<file path="src/rtl/avmm_mmio_csr_responder_if.sv">
// Avalon-MM bus bundle between the CCI-P MMIO bridge master and the AFU CSR
// responder.
//
// Handshake: a request (read or write) is accepted on a rising clk edge where
// the master holds read or write high and waitrequest is low. While
// waitrequest is high the master keeps the request and its address, data and
// byteenable stable. Each accepted read returns exactly one readdatavalid
// strobe, and responses arrive in request order. readdata is meaningful only
// while readdatavalid is high.
interface avmm_mmio_csr_responder_if #(
    parameter int ADDR_WIDTH = 18,
    parameter int DATA_WIDTH = 64
);
    logic                    waitrequest;
    logic [DATA_WIDTH-1:0]   readdata;
    logic                    readdatavalid;
    logic [DATA_WIDTH-1:0]   writedata;
    logic [ADDR_WIDTH-1:0]   address;
    logic                    write;
    logic                    read;
    logic [DATA_WIDTH/8-1:0] byteenable;

    modport master (
        input  waitrequest, readdata, readdatavalid,
        output writedata, address, write, read, byteenable
    );

    modport slave (
        output waitrequest, readdata, readdatavalid,
        input  writedata, address, write, read, byteenable
    );
endinterface

</file>
<file path="src/rtl/avmm_mmio_csr_responder.sv">
// AFU device-feature CSR responder on the MMIO Avalon-MM bus: DFH, AFU ID,
// scratch, control (run level + interrupt fire) and status registers.
// Read data is muxed when a read is accepted and delivered READ_LATENCY
// cycles later through a valid/data shift register.
// Optional build macro: CSR_TIMESTAMP_EN maps a free-running 64-bit cycle
// counter at offset 0x40; without it 0x40 reads as zero.
module avmm_mmio_csr_responder #(
    parameter int          ADDR_WIDTH   = 18,
    parameter int          DATA_WIDTH   = 64,
    parameter int          READ_LATENCY = 2,
    parameter logic [63:0] DFH_VALUE    = 64'h1000_0100_0000_0000,
    parameter logic [63:0] AFU_ID_L     = 64'h0,
    parameter logic [63:0] AFU_ID_H     = 64'h0
) (
    input  logic                            clk,
    input  logic                            reset,
    avmm_mmio_csr_responder_if.slave        avmm,
    output logic                            irq,
    output logic                            ctrl_run,
    input  logic [31:0]                     status_in
);
    localparam int WORD_WIDTH = ADDR_WIDTH - 3;
    localparam int NUM_BYTES  = DATA_WIDTH / 8;

    // 64-bit word offsets (byte offset >> 3)
    localparam logic [WORD_WIDTH-1:0] W_DFH     = WORD_WIDTH'(0);
    localparam logic [WORD_WIDTH-1:0] W_AFU_L   = WORD_WIDTH'(1);
    localparam logic [WORD_WIDTH-1:0] W_AFU_H   = WORD_WIDTH'(2);
    localparam logic [WORD_WIDTH-1:0] W_SCRATCH = WORD_WIDTH'(5);
    localparam logic [WORD_WIDTH-1:0] W_CTRL    = WORD_WIDTH'(6);
    localparam logic [WORD_WIDTH-1:0] W_STATUS  = WORD_WIDTH'(7);
`ifdef CSR_TIMESTAMP_EN
    localparam logic [WORD_WIDTH-1:0] W_TSTAMP  = WORD_WIDTH'(8);
`endif

    logic                    wait_q;
    logic [DATA_WIDTH-1:0]   scratch;
    logic [31:0]             irq_count;
    logic [WORD_WIDTH-1:0]   word;
    logic                    wr_accept;
    logic                    rd_accept;
    logic                    ctrl_wr;
    logic [DATA_WIDTH-1:0]   rd_mux;
    logic [READ_LATENCY-1:0] vld_pipe;
    logic [DATA_WIDTH-1:0]   data_pipe [READ_LATENCY];
    logic                    unused_addr_bits;
`ifdef CSR_TIMESTAMP_EN
    logic [63:0]             timestamp;
`endif

    assign word             = avmm.address[ADDR_WIDTH-1:3];
    assign unused_addr_bits = ^avmm.address[2:0];
    assign wr_accept        = avmm.write && !wait_q;
    // A read issued together with a write is dropped; the write wins.
    assign rd_accept        = avmm.read && !avmm.write && !wait_q;
    assign ctrl_wr          = wr_accept && (word == W_CTRL) && avmm.byteenable[0];

    assign avmm.waitrequest   = wait_q;
    assign avmm.readdatavalid = vld_pipe[READ_LATENCY-1];
    assign avmm.readdata      = data_pipe[READ_LATENCY-1];

    // Stall for one cycle after reset release, then accept forever.
    always_ff @(posedge clk or posedge reset) begin
        if (reset) wait_q <= 1'b1;
        else       wait_q <= 1'b0;
    end

    // Scratch register with per-byte write enables.
    always_ff @(posedge clk or posedge reset) begin
        if (reset) begin
            scratch <= '0;
        end else if (wr_accept && (word == W_SCRATCH)) begin
            for (int b = 0; b < NUM_BYTES; b++) begin
                if (avmm.byteenable[b]) scratch[8*b +: 8] <= avmm.writedata[8*b +: 8];
            end
        end
    end

    // CTRL: run level, one-cycle irq pulse and saturating fire counter.
    always_ff @(posedge clk or posedge reset) begin
        if (reset) begin
            ctrl_run  <= 1'b0;
            irq       <= 1'b0;
            irq_count <= '0;
        end else begin
            irq <= 1'b0;
            if (ctrl_wr) begin
                ctrl_run <= avmm.writedata[0];
                if (avmm.writedata[1]) begin
                    irq <= 1'b1;
                    if (irq_count != 32'hFFFF_FFFF) irq_count <= irq_count + 32'd1;
                end
            end
        end
    end

`ifdef CSR_TIMESTAMP_EN
    // Free-running cycle counter, wraps naturally at 2^64.
    always_ff @(posedge clk or posedge reset) begin
        if (reset) timestamp <= '0;
        else       timestamp <= timestamp + 64'd1;
    end
`endif

    // Read data selection in the accept cycle.
    always_comb begin
        rd_mux = '0;
        case (word)
            W_DFH:     rd_mux = DFH_VALUE;
            W_AFU_L:   rd_mux = AFU_ID_L;
            W_AFU_H:   rd_mux = AFU_ID_H;
            W_SCRATCH: rd_mux = scratch;
            W_CTRL:    rd_mux = {{(DATA_WIDTH-1){1'b0}}, ctrl_run};
            W_STATUS:  rd_mux = {irq_count, status_in};
`ifdef CSR_TIMESTAMP_EN
            W_TSTAMP:  rd_mux = timestamp;
`endif
            default:   rd_mux = '0;
        endcase
    end

    // Response shift register; each data stage only loads with a valid
    // entry so the output stage holds its last value between strobes.
    always_ff @(posedge clk or posedge reset) begin
        if (reset) begin
            vld_pipe <= '0;
            for (int i = 0; i < READ_LATENCY; i++) data_pipe[i] <= '0;
        end else begin
            vld_pipe[0] <= rd_accept;
            if (rd_accept) data_pipe[0] <= rd_mux;
            for (int i = 1; i < READ_LATENCY; i++) begin
                vld_pipe[i] <= vld_pipe[i-1];
                if (vld_pipe[i-1]) data_pipe[i] <= data_pipe[i-1];
            end
        end
    end
endmodule

</file>
<file path="src/flat_wrapper.sv">
// flat-port wrapper written by rule: the top's interface ports become plain ports
module avmm_mmio_csr_responder_flat 
#(
    parameter int          ADDR_WIDTH   = 18,
    parameter int          DATA_WIDTH   = 64,
    parameter int          READ_LATENCY = 2,
    parameter logic [63:0] DFH_VALUE    = 64'h1000_0100_0000_0000,
    parameter logic [63:0] AFU_ID_L     = 64'h0,
    parameter logic [63:0] AFU_ID_H     = 64'h0
)
  (clk, reset, irq, ctrl_run, status_in, avmm_waitrequest, avmm_readdata, avmm_readdatavalid, avmm_writedata, avmm_address, avmm_write, avmm_read, avmm_byteenable);
  avmm_mmio_csr_responder_if #(.ADDR_WIDTH(ADDR_WIDTH), .DATA_WIDTH(DATA_WIDTH)) avmm_i ();
  input  logic clk;
  input  logic reset;
  output logic irq;
  output logic ctrl_run;
  input  logic [31:0] status_in;
  output wire logic [$bits(avmm_i.waitrequest)-1:0] avmm_waitrequest;
  output wire logic [$bits(avmm_i.readdata)-1:0] avmm_readdata;
  output wire logic [$bits(avmm_i.readdatavalid)-1:0] avmm_readdatavalid;
  input wire logic [$bits(avmm_i.writedata)-1:0] avmm_writedata;
  input wire logic [$bits(avmm_i.address)-1:0] avmm_address;
  input wire logic [$bits(avmm_i.write)-1:0] avmm_write;
  input wire logic [$bits(avmm_i.read)-1:0] avmm_read;
  input wire logic [$bits(avmm_i.byteenable)-1:0] avmm_byteenable;
  assign avmm_waitrequest = avmm_i.waitrequest;
  assign avmm_readdata = avmm_i.readdata;
  assign avmm_readdatavalid = avmm_i.readdatavalid;
  assign avmm_i.writedata = avmm_writedata;
  assign avmm_i.address = avmm_address;
  assign avmm_i.write = avmm_write;
  assign avmm_i.read = avmm_read;
  assign avmm_i.byteenable = avmm_byteenable;
  avmm_mmio_csr_responder #(.ADDR_WIDTH(ADDR_WIDTH), .DATA_WIDTH(DATA_WIDTH), .READ_LATENCY(READ_LATENCY), .DFH_VALUE(DFH_VALUE), .AFU_ID_L(AFU_ID_L), .AFU_ID_H(AFU_ID_H)) u_core (.clk(clk), .reset(reset), .avmm(avmm_i), .irq(irq), .ctrl_run(ctrl_run), .status_in(status_in));
endmodule
</file>
<file path="config.mk">
export PLATFORM = sky130hd
export DESIGN_NAME = avmm_mmio_csr_responder_flat
export DESIGN_NICKNAME = d
export VERILOG_FILES = /design/src/rtl/avmm_mmio_csr_responder_if.sv /design/src/rtl/avmm_mmio_csr_responder.sv /design/src/flat_wrapper.sv
export SDC_FILE = /design/constraint.sdc
export NUM_CORES = 1
export LEC_CHECK = 0
export CAP_MARGIN = 20
export CORE_ASPECT_RATIO = 1.2
export CORE_MARGIN = 8
export CORE_UTILIZATION = 35
export CTS_CLUSTER_SIZE = 14
export DETAILED_ROUTE_END_ITERATION = 7
export GPL_TIMING_DRIVEN = 0
export PLACE_DENSITY = 0.65
export SYNTH_ARGS = -nofsm -noshare
export SYNTH_HDL_FRONTEND = slang
export SYNTH_SLANG_ARGS = --single-unit
</file>
<file path="constraint.sdc">
create_clock -name clk -period 18.4 [get_ports clk]
set_input_delay 2.76 -clock clk [delete_from_list [all_inputs] [get_ports clk]]
set_output_delay 2.76 -clock clk [all_outputs]
set_load 0.01 [all_outputs]
</file>
# After elaboration in Yosys (flattened, before gate mapping)
# Cells that the tools add are included.
[classes]
mux = 3
addsub = 1
n_eq_ne = 4
reduce_logical = 18
[ops]
columns = ["operator", "count"]
rows = [
  ["$pmux 64 s4", 1],
  ["$eq 15x3->1 const B", 3],
  ["$add 32x1->32 const B", 1],
  ["$ne 32x32->1 const B", 1],
  ["$reduce_and 2->1", 8],
  ["$logic_not 15->1", 1],
  ["$logic_and 1x1->1", 6],
  ["$reduce_and 3->1", 1],
  ["$logic_not 1->1", 2],
  ["$mux 1", 2],
]
[word_totals]
wordCells = 41
register_bits = 229
out_inout_bits = 68
input_bits = 126

# Longest topological paths before layout
[depth]
word_depth = 5
depth_mapped = 7
mapped_depth_nobuf = 6

# Least setup slack after synthesis
# No wires, ideal clock.
[synth_path]
path_type = "input port to flip-flop"
from = "in avmm_address[8]"
to = "reg u_core.scratch[0]"
path_slack_ps = 13894
cell_stages = 5
n_path_buf = 0
t_required_ps = 18275
setup_ps = 125
arrival_ps = 4381
path_cell_list = "nor4_1 -> nand3_1 -> nor4_4 -> nand2_2 -> mux2_2"
[synth_via]
elab_chain_len = 3
[synth_lines]
columns = ["item", "line_no", "text"]
rows = [
  ["start, declared", "flat_wrapper.sv:22", "input wire logic [$bits(avmm_i.address)-1:0] avmm_address;"],
  ["$eq 15x3->1", "avmm_mmio_csr_responder.sv:72", "end else if (wr_accept && (word == W_SCRATCH)) begin"],
  ["$logic_and 1x1->1", "avmm_mmio_csr_responder.sv:72", ""],
  ["$reduce_and 2->1 (no source line)", "--", ""],
  ["end signal, assigned by index", "avmm_mmio_csr_responder.sv:74", "if (avmm.byteenable[b]) scratch[8*b +: 8] <= avmm.writedata[8*b +: 8];"],
  ["end, declared", "avmm_mmio_csr_responder.sv:37", "logic [DATA_WIDTH-1:0] scratch;"],
]
# No other way between the ends.
# A chain may end at the register's enable or synchronous reset.

# Worst setup path in the final report
[layout_path]
from = "in avmm_address[15]"
to = "reg u_core.scratch[2]"
# The elaborated chain is that of the path after synthesis.

==> metrics.md <==
| Metric | Value |
|---|---|
| Final antenna-violating net count | `0` |
| Clock share of power | `0.468` |
| Slew Viols, Final | `0` |
| Cell Area, Synth | `10,020 sq um` |
| Clock Tree Root | `clkbuf_16` |
| Final hold violation count | `0` |
| Top cells by area in the synthesized netlist | `dfrtp_1 (57%), mux2_2 (15%), mux2i_1 (6.1%), buf_4 (4.8%), o21ai_0 (3.1%)` |
| Critical Path RT | `18.80 ns` |
| Synth-to-layout area growth | `32.31%` |
| Row Count | `68` |
| Overall global routing resource usage | `0.1455` |
| Final #Nets | `1,148` |
| Met3 Usage GRT | `0.02020` |
| Synthesized area per cell | `12.48 sq um` |
| Fraction of the yosys area taken by sequential cells | `0.5718` |
| Share of synthesized flip-flops with an asynchronous set or reset | `1.000` |
| Headroom to the max-slew limit | `0.4300` |
| Cell Int Power | `830.3 uW` |
| WS Path Type | `in -> reg` |
| Final Instance Count excl. Fillers | `1,423` |
| Setup repair after global routing missed its margin | `false` |
| Initial antenna violation count | `0` |
| Vias in the first global route | `7,150` |
| Routability congestion estimate from global placement | `0.7592` |
| Number of filler cells placed in the layout | `2,624` |
| I/O pin count | `194` |
| Data arrival at the endpoint of the critical path | `5.21 ns` |
| Crit path buffers/inverters | `2` |
| Most heavily used metal layer in global routing | `met2` |
| Most frequent cells after synthesis | `dfrtp_1 (228), mux2_2 (131), nand2_1 (78)` |
| Run status | `finished, final reports clean` |
| Clock sink total | `229` |
| Worst-Skew Late Latency | `0.51 ns` |
| Die outline height | `201.4 microns` |
| Switching power of the nets | `224.9 uW` |
| Fmax | `0.2077 GHz` |
| CORE AREA | `28,500 sq um` |
| Fraction of layout cells with a size suffix above 1 | `0.2486` |
| H-tree lvl count | `1` |
| Postcts setup bufs | `0` |
| Dpl cells | `1,379` |
| Synth Net Count | `930` |
| Starting density of the core | `0.3517` |
| Grt met2 use | `0.2667` |
| Number of buffers added by the clock tree synthesis step | `25` |
| Yosys synthesis warning count | `0` |
| Reg clk slew, reported paths | `0.06 ns` |
| Largest net degree at the start of global routing | `124` |
| Combinational share of power | `0.054` |
| Met1 Usage GRT | `0.1723` |
| Capturing element type of the critical path | `flip-flop` |
| Primary flip-flop cell chosen by synthesis mapping | `dfrtp_1` |
| Biggest cell delay along the critical path | `0.64 ns` |
| DRC viols | `0` |
| Routed len/inst | `17.53 microns` |
| Post-cts resize count | `0` |
| Critical path fanouts, max | `8` |
| Peak VDD IR | `42.85 uV` |
| Final setup fails | `0` |
| Detail Placement HPWL | `18,470 microns` |
| Number of antenna cells inserted | `0` |
| Multi-input gate area | `3652 sq um` |
| Per-cell via count in the routed design | `4.658` |
| Total Wirelength | `24,940 microns` |
| Power density relative to cell area | `79.56 nW/um^2` |
| Flip-flop and latch count after synthesis | `229` |
| Share of the clock period used by the worst path | `0.2617` |
| Drt first-iter violations | `334` |
| Slowest library cell on the worst path | `nor4_4` |
| Number of enable flip-flop cells after synthesis | `0` |
| Place WS | `13.01 ns` |
| Maximum count of clock buffers along a single path | `3` |
| Crit path launch type | `primary input` |
| Setup ws final | `13.59 ns` |
| Number of detailed-routing iterations run before antenna repair | `4` |
| Switching part of the total power | `0.2132` |
| First-pass GRT wire length | `40,030 microns` |
| Path category of the worst min-delay check | `reg -> reg` |
| GRT Residual Overflow | `0` |
| Family with the most delay on the worst path | `simple AND/OR/NAND/NOR gates` |
| Cell with the most instances after synthesis | `dfrtp_1` |
| Min cycle time layout | `4.815 ns` |
| Final setup skew | `0.009333 ns` |
| Slew @ Worst Pin | `0.8472 ns` |
| Leakage power | `6.313 nW` |
| Post-synthesis cell count | `803` |
| Setup TNS Final | `0 ns` |
| TritonCTS clock tree | `done` |
| Count of distinct cell types in the synthesized netlist | `40` |
| Die Area | `34,340 sq um` |
| Total of hold buffers inserted after clock tree synthesis | `0` |
| Power share of the sequential group | `0.478` |
| Share of the synthesized area in the top cell type | `0.5691` |
| Die width | `170.5 microns` |
| Cell-by-cell trace of the critical path | `clkdlybuf4s50_1, nor4_1, nand3_1, nor4_4, buf_8, nand2_2, mux2_2` |
| Count of vias placed by the detailed router | `6,629` |
| Max-capacitance violation count | `0` |
| PortBufs | `189` |
| Area of all sequential standard cells | `5732 sq um` |
| Cell type contributing the most total cell area after synthesis | `dfrtp_1` |
## final cells by class
cell class	count	area share
well taps	385	0.03632
multi-input cells	470	0.2754
inverters	6	0.002264
repair buffers	191	0.1458
clock buffers	38	0.05688
plain buffers	98	0.04660
flip-flops and latches	229	0.4321
clock inverters	6	0.004622
## power by group through the flow
| stage | Clock (mW) | Sequential [mW] | Combinational (mW) |
|---|---|---|---|
| final | 0.494 | 0.504 | 0.0570 |
| after floorplan | 0 | 0.514 | 0.0216 |
| after CTS | 0.509 | 0.504 | 0.0590 |
| after detailed placement | 0 | 0.513 | 0.0588 |
| after global routing | 0.529 | 0.504 | 0.0625 |
| after global placement | 0 | 0.514 | 0.0574 |
## placed cells by master (no fill, tap or decap), types with 2 or more instances in the layout
cell type        instances
dfrtp_1                228
clkdlybuf4s50_1        189
mux2_2                 131
nand2_1                 78
buf_4                   64
o21ai_0                 62
mux2i_1                 61
clkbuf_1                34
clkbuf_16               25
xor2_1                  17
nand3_1                 16
nor3_1                  14
xnor2_1                 14
nand4_1                 13
nor2_1                  10
nor4_1                   9
nand2_2                  8
clkbuf_8                 8
inv_1                    5
and3_1                   5
and4_1                   5
or2_2                    3
a21oi_1                  3
clkinv_2                 3
or3_1                    2
and2_1                   2
nor4_4                   2
buf_2                    2
buf_1                    2
o22ai_1                  2
a22o_1                   2
## metal layers
layer  up-vias  part of all wire
li1       3171                 -
met1      3305              0.41
met2       114              0.53
met3        39             0.038
met4         0             0.024
met5         -                 0
## flip-flops by register name (all words and copies together), names as in the netlist
signal,cells
u_core.scratch,64
u_core.vld_pipe,2
u_core.avmm.waitrequest,1
u_core.ctrl_run,1
u_core.avmm.readdata,64
u_core.irq,1
u_core.data_pipe,64
u_core.irq_count,32
## per-stage QoR
stage          hold slack, ns  total power [mW]  utilization  instance area [sq um]
2_1_floorplan          0.3519            0.5352            -                  10020
3_3_place_gp           0.3604            0.5711       0.4350                  12400
3_5_place_dp           0.3589            0.5721       0.4367                  12450
4_1_cts                0.3724             1.072       0.4654                  13260
5_1_grt                0.3912             1.096       0.4654                  13260
6_report               0.3713             1.055       0.4654                  13260
## cell families (layout without fill, tap and decap cells)
family | count (synthesis) | after routing | share of synthesized area
simple gates | 172 | 172 | 0.08862
flops | 229 | 229 | 0.5718
mux | 192 | 192 | 0.2081
xor+xnor | 31 | 31 | 0.02708
buf+inv | 104 | 339 | 0.06390
other cells | 1 | 1 | 0.0003741
compound gates | 73 | 73 | 0.03894
fa+ha+maj | 1 | 1 | 0.001248
## path summary, 6_finish.rpt
check	startpoint	cells past startpoint	slack, ns	end
setup / recovery	avmm_address[15]	7	13.59	u_core.scratch[2]
hold / removal	u_core.vld_pipe[0]	0	0.37	u_core.vld_pipe[1]
setup reg to reg	u_core.irq_count[24]	7	16.06	u_core.irq_count[15]
hold reg to reg	u_core.vld_pipe[0]	0	0.37	u_core.vld_pipe[1]
max in group asynchronous	reset	3	14.52	u_core.avmm.readdata[42]
min in group asynchronous	reset	2	2.79	u_core.scratch[31]
Power figures use the tool's default switching activity.
